$ cat config.mk
export PLATFORM = sky130hd
export DESIGN_NAME = ifft8_stream
export DESIGN_NICKNAME = d
export VERILOG_FILES = /design/src/rtl/fft_pkg.sv /design/src/rtl/fft_bfly.sv /design/src/rtl/ifft8_stream.sv
export SDC_FILE = /design/constraint.sdc
export NUM_CORES = 2
export LEC_CHECK = 0
export CAP_MARGIN = 20
export CORE_MARGIN = 2
export CORE_UTILIZATION = 40
export DETAILED_ROUTE_END_ITERATION = 6
export GPL_TIMING_DRIVEN = 0
export SYNTH_ARGS = -nofsm -noshare
export SYNTH_HDL_FRONTEND = slang
export SYNTH_SLANG_ARGS = --single-unit
$ cat constraint.sdc
create_clock -name clk -period 44.2 [get_ports clk]
set_clock_uncertainty 0.1 [all_clocks]
set_input_delay 6.63 -clock clk [delete_from_list [all_inputs] [get_ports clk]]
set_output_delay 6.63 -clock clk [all_outputs]
set_load 0.02 [all_outputs]
$ cat src/rtl/fft_pkg.sv
// Shared definitions for the radix-2 FFT/IFFT family: defaults, twiddle table,
// bit-reversal helper and the frame-level state encoding.
package fft_pkg;

    localparam int FFT_DW = 16;
    localparam int FFT_TW = 16;

    typedef enum logic [1:0] {LOAD, COMPUTE, UNLOAD} state_t;

    typedef struct packed {
        logic signed [15:0] re;
        logic signed [15:0] im;
    } tw_q14_t;

    // Conjugate twiddles W8^-t in Q1.14, used by the inverse transform.
    function automatic tw_q14_t ifft_twiddle(input logic [1:0] t);
        tw_q14_t w;
        case (t)
            2'd0:    w = '{re: 16'sd16384,  im: 16'sd0};
            2'd1:    w = '{re: 16'sd11585,  im: 16'sd11585};
            2'd2:    w = '{re: 16'sd0,      im: 16'sd16384};
            default: w = '{re: -16'sd11585, im: 16'sd11585};
        endcase
        return w;
    endfunction

    function automatic logic [2:0] bitrev3(input logic [2:0] k);
        return {k[0], k[1], k[2]};
    endfunction

endpackage

$ cat src/rtl/fft_bfly.sv
// Combinational radix-2 butterfly: x = (a + b*w)/2, y = (a - b*w)/2,
// with rounded product and saturation back to DW bits.
module fft_bfly #(
    parameter int DW = 16,
    parameter int TW = 16
) (
    input  logic signed [DW-1:0] a_re,
    input  logic signed [DW-1:0] a_im,
    input  logic signed [DW-1:0] b_re,
    input  logic signed [DW-1:0] b_im,
    input  logic signed [TW-1:0] w_re,
    input  logic signed [TW-1:0] w_im,
    output logic signed [DW-1:0] x_re,
    output logic signed [DW-1:0] x_im,
    output logic signed [DW-1:0] y_re,
    output logic signed [DW-1:0] y_im
);

    localparam int PW = DW + TW + 1;
    localparam int SW = DW + 2;
    localparam logic signed [PW-1:0] RND  = PW'(1) <<< (TW - 3);
    localparam logic signed [SW-1:0] SMAX = SW'(2 ** (DW - 1) - 1);
    localparam logic signed [SW-1:0] SMIN = SW'(-(2 ** (DW - 1)));

    function automatic logic signed [DW-1:0] half_sat(input logic signed [SW-1:0] s);
        logic signed [SW-1:0] h;
        h = s >>> 1;
        if (h > SMAX)      return DW'(SMAX);
        else if (h < SMIN) return DW'(SMIN);
        else               return DW'(h);
    endfunction

    logic signed [PW-1:0] prod_re, prod_im, rnd_re, rnd_im;
    logic signed [SW-1:0] p_re, p_im;

    // NOTE: every output of this block is assigned on every pass, so no latch is inferred.
    always_comb begin
        prod_re = PW'(b_re) * PW'(w_re) - PW'(b_im) * PW'(w_im);
        prod_im = PW'(b_re) * PW'(w_im) + PW'(b_im) * PW'(w_re);
        rnd_re  = (prod_re + RND) >>> (TW - 2);
        rnd_im  = (prod_im + RND) >>> (TW - 2);
        // |b*w| < 1.5 * 2^(DW-1), so the rounded product fits comfortably in SW bits.
        p_re    = SW'(rnd_re);
        p_im    = SW'(rnd_im);
        x_re    = half_sat(SW'(a_re) + p_re);
        x_im    = half_sat(SW'(a_im) + p_im);
        y_re    = half_sat(SW'(a_re) - p_re);
        y_im    = half_sat(SW'(a_im) - p_im);
    end

endmodule

$ cat src/rtl/ifft8_stream.sv
// 8-point radix-2 DIT inverse FFT with one time-shared butterfly, streaming
// load/unload over valid/ready and overall 1/8 scaling.
module ifft8_stream
    import fft_pkg::*;
#(
    parameter int DW = FFT_DW,
    parameter int TW = FFT_TW
) (
    input  logic                 clk,
    input  logic                 rst,
    input  logic                 in_valid,
    output logic                 in_ready,
    input  logic signed [DW-1:0] in_re,
    input  logic signed [DW-1:0] in_im,
    output logic                 out_valid,
    input  logic                 out_ready,
    output logic signed [DW-1:0] out_re,
    output logic signed [DW-1:0] out_im,
    output logic                 out_last,
    output logic                 busy
);

    state_t               state;
    logic [2:0]           ld_cnt, out_cnt;
    logic [1:0]           stg, bfi;
    logic signed [DW-1:0] mem_re [8];
    logic signed [DW-1:0] mem_im [8];

    logic [2:0]           span, top_a, bot_a;
    logic [1:0]           tidx;
    tw_q14_t              w14;
    logic signed [TW-1:0] w_re, w_im;
    logic signed [DW-1:0] x_re, x_im, y_re, y_im;

    always_comb begin
        span  = 3'd1 << stg;
        top_a = ((3'(bfi) >> stg) << (stg + 2'd1)) | (3'(bfi) & (span - 3'd1));
        bot_a = top_a + span;
        tidx  = 2'((3'(bfi) & (span - 3'd1)) << (2'd2 - stg));
        w14   = ifft_twiddle(tidx);
    end

    // The table is Q1.14; rescale to Q1.(TW-2) when a different twiddle width is used.
    if (TW >= 16) begin : g_tw_wide
        assign w_re = TW'(w14.re) <<< (TW - 16);
        assign w_im = TW'(w14.im) <<< (TW - 16);
    end else begin : g_tw_narrow
        assign w_re = TW'(w14.re >>> (16 - TW));
        assign w_im = TW'(w14.im >>> (16 - TW));
    end

    fft_bfly #(.DW(DW), .TW(TW)) u_bfly (
        .a_re (mem_re[top_a]),
        .a_im (mem_im[top_a]),
        .b_re (mem_re[bot_a]),
        .b_im (mem_im[bot_a]),
        .w_re (w_re),
        .w_im (w_im),
        .x_re (x_re),
        .x_im (x_im),
        .y_re (y_re),
        .y_im (y_im)
    );

    // NOTE: non-blocking assignments keep every state update based on pre-edge values.
    always_ff @(posedge clk or posedge rst) begin
        if (rst) begin
            state   <= LOAD;
            ld_cnt  <= '0;
            out_cnt <= '0;
            stg     <= '0;
            bfi     <= '0;
        end else begin
            case (state)
                LOAD: begin
                    if (in_valid) begin
                        ld_cnt <= ld_cnt + 3'd1;
                        if (ld_cnt == 3'd7) state <= COMPUTE;
                    end
                end
                COMPUTE: begin
                    bfi <= bfi + 2'd1;
                    if (bfi == 2'd3) begin
                        if (stg == 2'd2) begin
                            stg   <= '0;
                            state <= UNLOAD;
                        end else begin
                            stg <= stg + 2'd1;
                        end
                    end
                end
                UNLOAD: begin
                    if (out_ready) begin
                        out_cnt <= out_cnt + 3'd1;
                        if (out_cnt == 3'd7) state <= LOAD;
                    end
                end
                default: state <= LOAD;
            endcase
        end
    end

    // NOTE: the sample buffer is plain storage and deliberately has no reset.
    always_ff @(posedge clk) begin
        if (state == LOAD && in_valid) begin
            mem_re[bitrev3(ld_cnt)] <= in_re;
            mem_im[bitrev3(ld_cnt)] <= in_im;
        end else if (state == COMPUTE) begin
            mem_re[top_a] <= x_re;
            mem_im[top_a] <= x_im;
            mem_re[bot_a] <= y_re;
            mem_im[bot_a] <= y_im;
        end
    end

    assign in_ready  = (state == LOAD);
    assign busy      = (state != LOAD);
    assign out_valid = (state == UNLOAD);
    assign out_last  = out_valid && (out_cnt == 3'd7);
    assign out_re    = out_valid ? mem_re[out_cnt] : '0;
    assign out_im    = out_valid ? mem_im[out_cnt] : '0;

endmodule

Word level (Yosys, flattened, before mapping)
Memory sizes are Yosys's and may differ from the RTL's.
Cells that the tools add are included.
{ "op_classes": {"n_addsub": 15, "multipliers": 4, "order_cmp": 8, "eq_ne": 14, "shifts": 4, "muxes": 30, "bitwise": 2, "n_reduce_logical": 11} }
{ "ops": {"columns": ["operator", "count"], "rows": [
  ["16-bit 2-to-1 mux", 12],
  ["16-bit by 16-bit multiplier with 32-bit output", 4],
  ["32-bit case mux with 3 select lines", 1],
  ["17-bit by 16-bit greater-than comparator with 1-bit output (second input constant)", 4],
  ["17-bit by 16-bit < comparator with 1-bit output (second input constant)", 4],
  ["32-bit by 15-bit adder with 32-bit output (second input constant)", 2],
  ["16-bit by 18-bit adder with 18-bit output", 2],
  ["16-bit by 18-bit subtractor with 18-bit output", 2],
  ["32-bit adder", 1],
  ["16-bit OR reduction", 2],
  ["32-bit subtractor", 1],
  ["2-bit 2-to-1 mux", 7],
  ["2-bit == test (second input constant)", 4],
  ["1-bit 2-to-1 mux", 7],
  ["3-bit by 1-bit adder with 3-bit output (second input constant)", 2],
  ["3-bit == test (second input constant)", 2],
  ["3-bit 2-to-1 mux", 2],
  ["2-bit by 1-bit inequality test with 1-bit output (second input constant)", 3],
  ["2-bit inequality test (second input constant)", 3],
  ["2-bit case mux with 3 select lines", 1],
  ["2-bit AND reduction", 3],
  ["6-bit AND reduction", 1],
  ["2-bit by 1-bit adder with 2-bit output (second input constant)", 2],
  ["2-bit by 1-bit == test with 1-bit output (second input constant)", 2],
  ["12 further kinds", 14]
]} }
{ "totals": {"reg_bits": 12, "ramBits": 256, "out_inout_bits": 36, "wordCells": 95, "memories": 2} }
{ "mem_list": {"columns": ["name", "depth", "width", "read_ports", "rd_clocked_by_memory_dff", "wr", "line_no", "source"], "rows": [
  ["mem_im", 8, 16, 3, 0, 2, "ifft8_stream.sv:27", "logic signed [DW-1:0] mem_im [8];"],
  ["mem_re", 8, 16, 3, 0, 2, "ifft8_stream.sv:26", "logic signed [DW-1:0] mem_re [8];"]
]} }

Longest topological paths before layout
{ "depth": {"ltp_word": 14, "ltp_mapped": 64, "depth_no_buf": 56} }

By module
From an unflattened synthesis, not the netlist that was laid out.
{ "hier_totals": {"cells_unflattened": 6030, "area_unflattened_um2": 61282.5} }
{ "modules_own_cells": {"columns": ["mod", "instances", "cells_per_inst", "area_per_inst_um2"], "rows": [
  ["fft_bfly", 1, 4720, 42998.7],
  ["ifft8_stream", 1, 1310, 18283.8]
]} }

Worst setup path after synthesis
No wires, ideal clock.
{ "synth_path": {"path_type": "register to register", "start": "reg stg[0]", "end": "mem mem_re[2][12] (data pin)", "setup_time_ns": 0.180, "arrival_ns": 15.612, "required_time_ns": 43.920, "setup_slack_ns": 28.308, "path_stages_with_launch": 58, "synth_period_minus_slack_ns": 15.892, "path_cell_list": "dfrtp_1 > inv_1 > ha_1 > nor2_1 > a31oi_2 > inv_2 > clkbuf_1 > clkbuf_1 > buf_1 > ha_1 > fa_1 > xnor2_1 > xnor2_2 > clkbuf_1 > clkbuf_1 > buf_2 > buf_2 > mux4_2 > (+22 left out) > o21bai_1 > a21oi_1 > o21bai_1 > xor2_1 > ha_1 > clkbuf_1 > nor3_1 > a211oi_1 > o21bai_1 > a21o_1 > a221o_1 > or4_1 > nand3_1 > clkbuf_1 > and2_1 > buf_2 > o21ai_2 > a221oi_1"} }
{ "synth_lines": {"columns": ["element", "line_no", "source"], "rows": [
  ["from (decl)", "ifft8_stream.sv:25", "logic [1:0] stg, bfi;"],
  ["from (signal assigned)", "ifft8_stream.sv:88", "stg <= stg + 2'd1;"],
  ["to (decl)", "ifft8_stream.sv:26", null]
]} }

==> out/qor.csv <==
metric,value,unit
Worst Hold Class,flop to flop,
Hold Path Origin,ld_cnt[1],
layout cells sized above 1,7.01,%
period utilization,48.3,%
"leading cell types in the layout, fill and taps excluded","inv_1, fa_1, ha_1, nand2_1, nor2_1",
drt via density,5.72,
P&R area growth vs syn,9.47,%
Root Buffer,clkbuf_16,
CP max stage delay,1030,ps
Synth async-reset ratio,4.48,%
"area leader, netlist",fa_1,
vias in the first global route,39700,
clk slew on worst S/H paths,70,ps
Worst Tran Pin Value,1360,ps
# clock sinks,268,
Post-CTS Hold Fix Bufs,0,
sequential fraction of the synthesis area,16.4,%
CP arrival,21560,ps
DR pass1 iterations,7,
"antenna viol nets, final",0,
CTS H-Tree Depth,1,
ant diodes,0,
Worst setup SP type,flop,
initial antenna violation count,4,
failing checks,design-rule violations,
hold depth,1,
Synth Area per Inst,9.77,sq um
CTS resizes,0,
#FFs+latches synth,268,
Cells after Synth,4985,
placed cell areas,52300,sq um
"Cell Area, Synth",48700,sq um
endpoints failing setup,0,
CTS buffer count,27,
CTS tree,done,
port bufs,67,
clock latency on the worst-skew pair,620,ps
fin. max-slew vios,0,
Max Cap Viol,0,
Worst EP required,44420,ps
Reg-to-Reg Start,stg[0],
Starting Density,40.2,%
gr usage total,29.0,%
drt wl/cell,26.8,microns
top area cells in the synthesized netlist,"fa_1, edfxtp_1, ha_1, inv_1, mux4_2",
total number of vias,38800,
Die Y,353,microns
CP max FO,10,
"Net Count, Synth",6214,
Routed WL,182000,microns
die area,125000,sq um
Longest Clk Path Bufs,3,
r2r setup slk,22860,ps
DIE WIDTH,353,microns
status,"finished, violations left",
slowest CP cell,clkbuf_1,
Iteration-0 DRC Markers,4586,
R2R depth,56,
fillers,11700,
RSZ-0062 raised after global routing,no,
share of the synthesized area in the top cell type,28.6,%
RR Endpoint,mem_re[5][10],
Final Hold Fails,0,
Post-CTS Setup Inserts,0,
first-pass GRT wire length,265000,microns
Nets,6373,
grt ovf,0,
area of the core,121000,sq um
hold endpoint,ld_cnt[1],
Post-route DRC,1,
fin area,53300,sq um
Final Wtd Congestion,1.03,
synth unique cells,95,
"EDFF count, synth",256,
critical path endpoint category,flop,
IO Count,72,
post-route setup TNS,0,ps
Synth Warn #,0,
"commonest non-fill, non-tap cell in the layout",inv_1,
critical path class,flop to flop,
Achievable Freq,0.0469,GHz
# rows,128,
Worst slew margin,9.30,%
largest net degree at the start of global routing,29,
Post-synth top flop,edfxtp_1,
post-detail-place hpwl,146000,microns
minimum clock period,21340,ps
==> logic make-up after synthesis <==
| logic type | count (synthesis) | share of synthesized area [%] |
|---|---|---|
| buffers and inverters | 1254 | 9.74 |
| adders and majority gates | 1206 | 41.6 |
| and+or+nand+nor | 1159 | 10.9 |
| AOI/OAI and AO/OA | 640 | 8.80 |
| DFF | 268 | 16.4 |
| muxes | 257 | 8.68 |
| xor gates and xnor gates | 201 | 3.79 |
==> synthesized netlist by cell type (all sizes together) (82+ instances only) <==
library cell / count
clkbuf: 164
ha: 497
mux2i: 115
a21oi: 144
o21ai: 135
nand3: 158
o22ai: 82
edfxtp: 256
nor2: 316
nand2: 395
nand2b: 93
mux4: 130
xnor2: 153
inv: 1037
fa: 696
==> worst max path at each step <==
stage,from,to,cells past startpoint
after global placement,stg[0],mem_re[5][10],55
after detailed placement,stg[0],mem_im[7][11],52
after global routing,stg[0],mem_im[2][1],55
after CTS,stg[0],mem_im[7][11],52
final,stg[0],mem_re[5][10],56
after floorplan,stg[0],mem_re[2][12],57
==> critical path, delay by kind of cell, from the launching register on <==
family | cells | cell delay [ps]
buffers and inverters | 19 | 7890
adder cells (fa/ha/maj) | 13 | 5890
AO/OA/AOI/OAI | 13 | 3240
AND/OR/NAND/NOR | 8 | 2250
multiplexers | 2 | 650
flip-flops | 1 | 490
XOR/XNOR | 1 | 470
==> sequential cells by signal (all words and copies together), names as in the netlist <==
| register | count |
|---|---|
| mem_im | 128 |
| mem_re | 128 |
| ld_cnt | 3 |
| out_cnt | 3 |
| bfi | 2 |
| state | 2 |
| stg | 2 |
==> layer usage <==
layer / global-route usage [%] / vias to the layer above / routed length, microns
met5: 0 / - / 48
met4: 16.4 / 6 / 12600
met3: 6.69 / 650 / 19100
met2: 45.6 / 2296 / 81200
met1: 36.9 / 19200 / 68700
li1: - / 16600 / -
==> final cells by class <==
class | count | area, sq um | share of cell area (%)
tap | 1625 | 2030 | 3.81
inverter | 1037 | 3890 | 7.30
clock buffer | 31 | 691 | 1.30
sequential | 268 | 7990 | 15.0
clock inverter | 19 | 128 | 0.239
multi-input combinational | 3463 | 36100 | 67.7
buffer | 217 | 860 | 1.61
timing repair buffer | 130 | 1640 | 3.07
==> per-stage QoR <==
stage	instances	util (%)	setup WS, ps	hold slack (ps)
5_1_grt	6790	44.0	22260	465
6_report	6790	44.0	22860	445
2_1_floorplan	4985	-	28310	402
3_3_place_gp	6677	42.4	22380	426
4_1_cts	6776	43.8	22840	449
3_5_place_dp	6726	43.2	22910	434
Power is not shown: default switching activity piles up to over one toggle a cycle in this logic, so the estimate is an artifact.
